### src/rtl/seg7_pkg.sv
// Shared constants for the 7-segment receiver: segment patterns (active-low {a..g}),
// FSM state encoding and the default settle length.
package seg7_pkg;

    localparam int SEG7_STABLE_DEFAULT = 4;

    localparam logic [6:0] PAT_BLANK = 7'b1111111;

    localparam logic [6:0] PAT_D0 = 7'b0000001;
    localparam logic [6:0] PAT_D1 = 7'b1001111;
    localparam logic [6:0] PAT_D2 = 7'b0010010;
    localparam logic [6:0] PAT_D3 = 7'b0000110;
    localparam logic [6:0] PAT_D4 = 7'b1001100;
    localparam logic [6:0] PAT_D5 = 7'b0100100;
    localparam logic [6:0] PAT_D6 = 7'b0100000;
    localparam logic [6:0] PAT_D7 = 7'b0001111;
    localparam logic [6:0] PAT_D8 = 7'b0000000;
    localparam logic [6:0] PAT_D9 = 7'b0000100;

    localparam logic [6:0] PAT_HA = 7'b0001000;
    localparam logic [6:0] PAT_HB = 7'b1100000;
    localparam logic [6:0] PAT_HC = 7'b0110001;
    localparam logic [6:0] PAT_HD = 7'b1000010;
    localparam logic [6:0] PAT_HE = 7'b0110000;
    localparam logic [6:0] PAT_HF = 7'b0111000;

    typedef enum logic [1:0] {
        ST_IDLE,
        ST_SETTLE,
        ST_HOLD
    } state_t;

endpackage

### src/rtl/seg7_pattern_decode.sv
// Pattern -> digit code lookup; hex letters A..F decode only when SEG7_RX_HEX_EN is defined.
// Latency: combinational. Backpressure: none.
module seg7_pattern_decode
    import seg7_pkg::*;
(
    input  logic [6:0] pattern,
    output logic [3:0] code,
    output logic       err,
    output logic       blank
);

    always_comb begin
        code  = 4'hF;
        err   = 1'b1;
        blank = 1'b0;
        case (pattern)
            PAT_D0: begin code = 4'd0; err = 1'b0; end
            PAT_D1: begin code = 4'd1; err = 1'b0; end
            PAT_D2: begin code = 4'd2; err = 1'b0; end
            PAT_D3: begin code = 4'd3; err = 1'b0; end
            PAT_D4: begin code = 4'd4; err = 1'b0; end
            PAT_D5: begin code = 4'd5; err = 1'b0; end
            PAT_D6: begin code = 4'd6; err = 1'b0; end
            PAT_D7: begin code = 4'd7; err = 1'b0; end
            PAT_D8: begin code = 4'd8; err = 1'b0; end
            PAT_D9: begin code = 4'd9; err = 1'b0; end
`ifdef SEG7_RX_HEX_EN
            PAT_HA: begin code = 4'd10; err = 1'b0; end
            PAT_HB: begin code = 4'd11; err = 1'b0; end
            PAT_HC: begin code = 4'd12; err = 1'b0; end
            PAT_HD: begin code = 4'd13; err = 1'b0; end
            PAT_HE: begin code = 4'd14; err = 1'b0; end
            PAT_HF: begin code = 4'd15; err = 1'b0; end
`endif
            PAT_BLANK: begin err = 1'b0; blank = 1'b1; end
            default: ;
        endcase
    end

endmodule

### src/rtl/seg7_decoder_rx.sv
// Debounced 7-segment receiver: sync -> settle FSM -> one-entry result register (SEG7_RX_HEX_EN adds A..F).
// Latency: STABLE_CYCLES+3 edges from first sample to out_valid.
// Backpressure: single-entry output; a result issued while full and not drained is dropped and sets sticky overrun.
module seg7_decoder_rx
    import seg7_pkg::*;
#(
    parameter int STABLE_CYCLES = SEG7_STABLE_DEFAULT
) (
    input  logic       clk,
    input  logic       rst_n,
    input  logic [6:0] seg_in,
    input  logic       out_ready,
    input  logic       clr_overrun,
    output logic [3:0] out_bcd,
    output logic       out_err,
    output logic       out_valid,
    output logic       overrun
);

    localparam logic [7:0] CNT_MAX = 8'(STABLE_CYCLES);

    logic [6:0] sync1, sync2;
    logic [6:0] cand;
    logic [6:0] last_pat;
    logic       last_vld;
    logic [7:0] count;
    state_t     state;

    logic [3:0] dec_code;
    logic       dec_err;
    logic       dec_blank;
    logic       changed;
    logic       accept;
    logic       issue;
    logic       drop;

    always_ff @(posedge clk or negedge rst_n) begin
        if (!rst_n) begin
            sync1 <= PAT_BLANK;
            sync2 <= PAT_BLANK;
        end else begin
            sync1 <= seg_in;
            sync2 <= sync1;
        end
    end

    // Decoding the synchronized value covers both uses: blank detection when a
    // new candidate loads, and the code at acceptance (sync2 == cand then).
    seg7_pattern_decode u_decode (
        .pattern (sync2),
        .code    (dec_code),
        .err     (dec_err),
        .blank   (dec_blank)
    );

    assign changed = (sync2 != cand);
    assign accept  = (state == ST_SETTLE) && !changed && (count == CNT_MAX);
    assign issue   = accept && !(last_vld && (last_pat == cand));
    assign drop    = issue && out_valid && !out_ready;

    always_ff @(posedge clk or negedge rst_n) begin
        if (!rst_n) begin
            state    <= ST_IDLE;
            cand     <= PAT_BLANK;
            count    <= 8'd0;
            last_pat <= PAT_BLANK;
            last_vld <= 1'b0;
        end else if (changed) begin
            cand <= sync2;
            if (dec_blank) begin
                state    <= ST_IDLE;
                count    <= 8'd0;
                last_vld <= 1'b0;
            end else begin
                state <= ST_SETTLE;
                count <= 8'd1;
            end
        end else begin
            case (state)
                ST_SETTLE: begin
                    if (count == CNT_MAX) begin
                        state <= ST_HOLD;
                        if (issue) begin
                            last_pat <= cand;
                            last_vld <= 1'b1;
                        end
                    end else begin
                        count <= count + 8'd1;
                    end
                end
                ST_IDLE, ST_HOLD: ;
                default: state <= ST_IDLE;
            endcase
        end
    end

    always_ff @(posedge clk or negedge rst_n) begin
        if (!rst_n) begin
            out_bcd   <= 4'd0;
            out_err   <= 1'b0;
            out_valid <= 1'b0;
            overrun   <= 1'b0;
        end else begin
            if (issue && (!out_valid || out_ready)) begin
                out_bcd   <= dec_code;
                out_err   <= dec_err;
                out_valid <= 1'b1;
            end else if (out_valid && out_ready) begin
                out_valid <= 1'b0;
            end
            if (drop) begin
                overrun <= 1'b1;
            end else if (clr_overrun) begin
                overrun <= 1'b0;
            end
        end
    end

endmodule
### config.mk
export PLATFORM = sky130hd
export DESIGN_NAME = seg7_decoder_rx
export DESIGN_NICKNAME = d
export VERILOG_FILES = /design/src/rtl/seg7_pkg.sv /design/src/rtl/seg7_pattern_decode.sv /design/src/rtl/seg7_decoder_rx.sv
export SDC_FILE = /design/constraint.sdc
export NUM_CORES = 1
export LEC_CHECK = 0
export ABC_AREA = 1
export CAP_MARGIN = 20
export CORE_ASPECT_RATIO = 1.1
export CORE_UTILIZATION = 45
export DETAILED_ROUTE_END_ITERATION = 6
export MAX_ROUTING_LAYER = met4
export PLACE_DENSITY = 0.66
export SLEW_MARGIN = 10
export SYNTH_ARGS = -nofsm -noshare
export SYNTH_HDL_FRONTEND = slang
export SYNTH_SLANG_ARGS = --single-unit
### constraint.sdc
create_clock -name clk -period 2.2 [get_ports clk]
set_input_delay 0.44 -clock clk [delete_from_list [all_inputs] [get_ports clk]]
set_output_delay 0.44 -clock clk [all_outputs]
set_load 0.01 [all_outputs]
# After elaboration in Yosys (flattened, before gate mapping)
# Index checks and enable logic that the tools add are counted.
# classes
add_sub_neg,1
eq_ne,19
mux,20
bitwise,1
reduce_logical,26
# ops
operator,n
4-bit one-hot mux with 10 select lines,1
8-bit 2-to-1 mux,3
"7-bit == test, second input constant",3
"7-bit by 3-bit == test with 1-bit output, second input constant",2
"7-bit by 6-bit == test with 1-bit output, second input constant",2
1-bit 2-to-1 mux,13
11-bit OR reduction,1
2-bit nonzero test,5
"8-bit by 1-bit adder with 8-bit output, second input constant",1
"8-bit by 3-bit == test with 1-bit output, second input constant",1
1-bit logical AND,8
4-bit AND reduction,2
"7-bit by 1-bit == test with 1-bit output, second input constant",1
"7-bit by 4-bit == test with 1-bit output, second input constant",1
"7-bit by 5-bit == test with 1-bit output, second input constant",1
7-bit == test,1
7-bit zero test,1
7-bit inequality test,1
"2-bit inequality test, second input constant",3
1-bit zero test,4
2-bit 2-to-1 mux,2
2-bit one-hot mux with 2 select lines,1
2-bit AND reduction,2
"3-bit by 2-bit inequality test with 1-bit output, second input constant",1
other kinds (6),6
# word_totals
reg_bits,46
in_bits,11
output_inout_bits,7
wordCells,78

# Depth between registers and ports, before layout
# depth
word_depth,9
mapped_depth,11
mapped_depth_nobuf,11

# By module
# Synthesis repeated with hierarchy kept, for this count alone.
# hier_totals
cells_unflattened,267
area_unflattened_um2,2245.9
# by_module_without_submodules
mod,n_inst,cells_each,area_per_inst_um2,seq_area_each_um2
seg7_decoder_rx,1,195,1939.4,1186.1
seg7_pattern_decode,1,72,306.5,0.0

# Least setup slack after synthesis
# OpenSTA, ideal clock, no wires.
# synth_path
path_kind,flip-flop to flip-flop
startpoint,register count[0]
endpoint,register last_pat[2]
setup_time_ps,69
arrival_time_ps,1435
t_required_ps,2131
setup_slack_ps,696
stages_incl_launch_ff,10
path_buffers,1
period_less_slack_ps,1504
cell_sequence,dfrtp_1 inv_1 ha_1 nand2_1 nor2_1 nand3_2 nor2_2 nand3_4 buf_6 o21ai_2
# synth_via
elab_chain_cells,4
# synth_rtl
item,line_no,source
"start, declared",seg7_decoder_rx.sv:26,logic [7:0] count;
"start signal, assigned",seg7_decoder_rx.sv:88,count <= count + 8'd1;
8-bit by 3-bit == test with 1-bit output *,"seg7_decoder_rx.sv:57, seg7_decoder_rx.sv:81",
1-bit logical AND,seg7_decoder_rx.sv:57,assign accept = (state == ST_SETTLE) && !changed && (count == CNT_MAX);
1-bit logical AND,seg7_decoder_rx.sv:58,assign issue = accept && !(last_vld && (last_pat == cand));
4-bit AND reduction (no line) *,n/a,
"end signal, assigned",seg7_decoder_rx.sv:84,last_pat <= cand;
"end, declared",seg7_decoder_rx.sv:24,logic [6:0] last_pat;
# Mark *: on every way between the ends. The rest lies on a longest branch, timed or not.
# A chain may end at the register's enable or synchronous reset.

# Worst setup path after layout
# layout_path
startpoint,register sync2[1]
endpoint,register last_pat[2]
# layout_via
elab_chain_cells,6
word_cells_on_any_way,7
classes_between,eq/ne (1); bitwise (1); reduce/logical (5)
# layout_rtl
item,line_no,source
"start, declared",seg7_decoder_rx.sv:22,"logic [6:0] sync1, sync2;"
"start signal, assigned",seg7_decoder_rx.sv:43,sync2 <= sync1;
7-bit inequality test *,seg7_decoder_rx.sv:56,assign changed = (sync2 != cand);
1-bit zero test,seg7_decoder_rx.sv:57,
1-bit logical AND (2 in series),seg7_decoder_rx.sv:57,
1-bit logical AND,seg7_decoder_rx.sv:58,
4-bit AND reduction (no line) *,n/a,
# Marked as above.

==> results_dict.tcl <==
set metrics [dict create \
    drtIter0Drc 81 \
    final_layout_size_suffix_gt1_share_pct 22.3 \
    numCtsBuffers 5 \
    port_buffers 17 \
    seqPwrFrac_pct 55.2 \
    rsz0062_at_grt "no" \
    ioPinCount 18 \
    num_antenna_cells 0 \
    viasPerCell 4.91 \
    n_fill_cell 453 \
    antenna_found_initial 0 \
    worstSetupPathType "reg2reg" \
    ys.warnings.count 0 \
    path_buf_inv 1 \
    clk-insertion-delay-late_ns 0.30 \
    muxShareOfSynthArea_pct 0 \
    cts_root_buf "clkbuf_8" \
    fmax_mhz 537 \
    critPathLaunchType "flip-flop" \
    fin_crit_sh_pct 84.7 \
    hold_violations 0 \
    cts_max_level 2 \
    p_comb_share_pct 6.1 \
    final_nets 303 \
    rows 26 \
    die_h_um 76.8 \
    power_frac_clock_pct 38.8 \
    peakVddDrop_mv 0.435 \
    crit_fanout 17 \
    path_clk_slew_ns 0.09 \
    num_vias 1705 \
    synth_fp_nets 286 \
    drv_slew 0 \
    synth_top_family_by_area "simple AND/OR/NAND/NOR gates" \
    cpLargestDelayFamily "simple AND/OR/NAND/NOR gates" \
    power_switching_mw 0.373 \
    final_common_cell "nand2_1" \
    die_w_um 70.0 \
    maxCapViolations 0 \
    synth.cell_area_um2 2290 \
    cts_hold_buffers 0 \
    ys_seq_elements 46 \
    hold_class "in2async" \
    p_per_area_nw_per_um2 629 \
    globalRouteTotalUtil_pct 17.4 \
    path_cells "inv_1 > nand2_1 > nand2_1 > nor2_4 > nand2_2 > nor2_4 > nand3_4 > nand2_1 > o21ai_2" \
    ys.flop_type "dfstp_2" \
    avgSynthCellArea_um2 8.39 \
    slew_headroom_pct 61.8 \
    p_int_mw 1.26 \
    ant_nets 0 \
    syn2layout_area_growth_pct 13.3 \
    ys_seq_area_share_pct 51.8 \
    slowest_delay_ns 0.59 \
    synth-async-reset-ratio_pct 100 \
    cpMaxStageDelayCell "dfstp_2" \
    status "completed" \
    dp_hpwl_um 3130 \
    cp.required_ns 2.43 \
    grt_pass1_wl_um 7220 \
    start_util_pct 47.9 \
    switching_share_pct 22.9 \
    dieArea_um2 5380 \
    drc_errors 0 \
    overflow 0 \
    post-route-util_pct 54.3 \
    grt_max_degree 26 \
    synth_xor_area_share_pct 0.765 \
    synthAdderAreaFrac_pct 1.09 \
    endpoint_kind "flip-flop" \
    clkSinkCount 46 \
    wire_per_inst_um 11.9 \
    core_area_um2 4780 \
    tightest_slew_ns 0.573 \
    ctsLongestPathBuffers 2 \
    gp_congestion 0.880 \
    grt_pass1_vias 1635 \
    synth_compound_area_share_pct 6.94 \
    arrival_ns 2.09 \
    first_pass_iters 4 \
    critPathMostFrequentCell "nand2_1" \
    min_period_ns 1.86 \
    finClkSkew_ns 0.00737 \
    fin_setup_tns_ns 0 \
    wl_um 4140 \
    cts_tree "built" \
    syn_inst 273 \
    yosysUniqueCellTypes 35 \
    synthSimpleGateAreaFrac_pct 30.9 \
    setup_violations 0 \
    post_cts_buffers 0 \
    p_leak_nw 1.18 \
    synth_edf_count 0 \
    final_cell_mix "nand2_1, inv_1, nor2_1" \
    cts_resized 0 \
]
==> worst paths after layout <==
check	to	cells past startpoint	slack, ns	startpoint
setup / recovery	last_pat[2]$_DFFE_PN1P_	9	0.34	sync2[1]$_DFF_PN1_
hold / removal	out_bcd[3]$_DFFE_PN0P_	1	0.13	rst_n
setup reg to reg	last_pat[2]$_DFFE_PN1P_	9	0.34	sync2[1]$_DFF_PN1_
hold reg to reg	sync2[3]$_DFF_PN1_	0	0.35	sync1[3]$_DFF_PN1_
max in group asynchronous	cand[0]$_DFFE_PN1N_	2	1.37	rst_n
min in group clk	sync2[3]$_DFF_PN1_	0	0.35	sync1[3]$_DFF_PN1_
==> stage by stage <==
step | std cells | instance area (µm²) | setup slack, ns | hold slack (ns) | total power [mW]
CTS | 347 | 2600 | 0.322 | 0.147 | 1.65
finish | 347 | 2600 | 0.336 | 0.126 | 1.63
global route | 347 | 2600 | 0.185 | 0.168 | 1.70
global placement | 339 | 2480 | 0.368 | 0.345 | 1.01
detailed placement | 339 | 2480 | 0.333 | 0.348 | 1.02
floorplan | 273 | 2290 | 0.696 | 0.144 | 0.965
==> cell type report <==
type,instances,area (µm²),area share (%)
well taps,56,70.1,2.70
inverters,36,138,5.30
clock inverters,3,43.8,1.69
multi-input cells,182,910,35.0
repair buffers,19,180,6.94
flip-flops and latches,46,1190,45.7
clock buffers,5,68.8,2.65
==> logic make-up after synthesis <==
kind of cell	Yosys count
xor gates and xnor gates	2
AOI/OAI and AO/OA	21
buffers and inverters	45
DFF	46
adders and majority gates	2
and+or+nand+nor	157
==> worst reg2reg max path: cells and delay by family, from the launching register on <==
family / cells / cell delay (ns)
DFF: 1 / 0.59
buffers and inverters: 1 / 0.10
AOI/OAI and AO/OA: 1 / 0.06
and+or+nand+nor: 7 / 1.04
==> sequential cells by signal, indices dropped and copies added (netlist names) <==
signal     cells
out_valid      1
overrun        1
state          2
last_vld       1
out_err        1
cand           7
count          8
out_bcd        4
sync2          7
sync1          7
last_pat       7
==> Yosys cell counts (2+ instances only) <==
cell	number	area, µm²
clkbuf_1	6	22.5
dfrtp_1	18	450
dfstp_2	28	736
ha_1	2	25.0
inv_1	32	120
inv_2	2	7.51
nand2_1	93	349
nand3_1	13	65.1
nand3_2	2	20.0
nand4_1	6	37.5
nor2_1	29	109
nor2_2	3	18.8
nor2_4	2	22.5
nor3_1	3	15.0
nor3b_2	2	25.0
o21a_1	2	15.0
o21ai_0	4	20.0
o21ai_1	2	10.0
o21ai_2	7	61.3
xnor2_1	2	17.5
==> metal layers <==
metal | track usage [%] | wire length (µm) | vias up
met3 | 3.15 | 132 | 8
met5 | - | 0 | -
li1 | - | - | 880
met1 | 22.2 | 2030 | 786
met4 | 6.20 | 89 | 0
met2 | 27.7 | 1890 | 31
==> power groups by stage <==
stage               Clock (mW)  Combinational, mW  Sequential [mW]
floorplan                    0             0.0560            0.909
global placement             0             0.0990            0.915
detailed placement           0             0.0997            0.915
CTS                      0.651              0.100            0.901
global route             0.687              0.113            0.905
finish                   0.634             0.0988            0.901
Note: power is estimated with default switching activity, not from simulation.
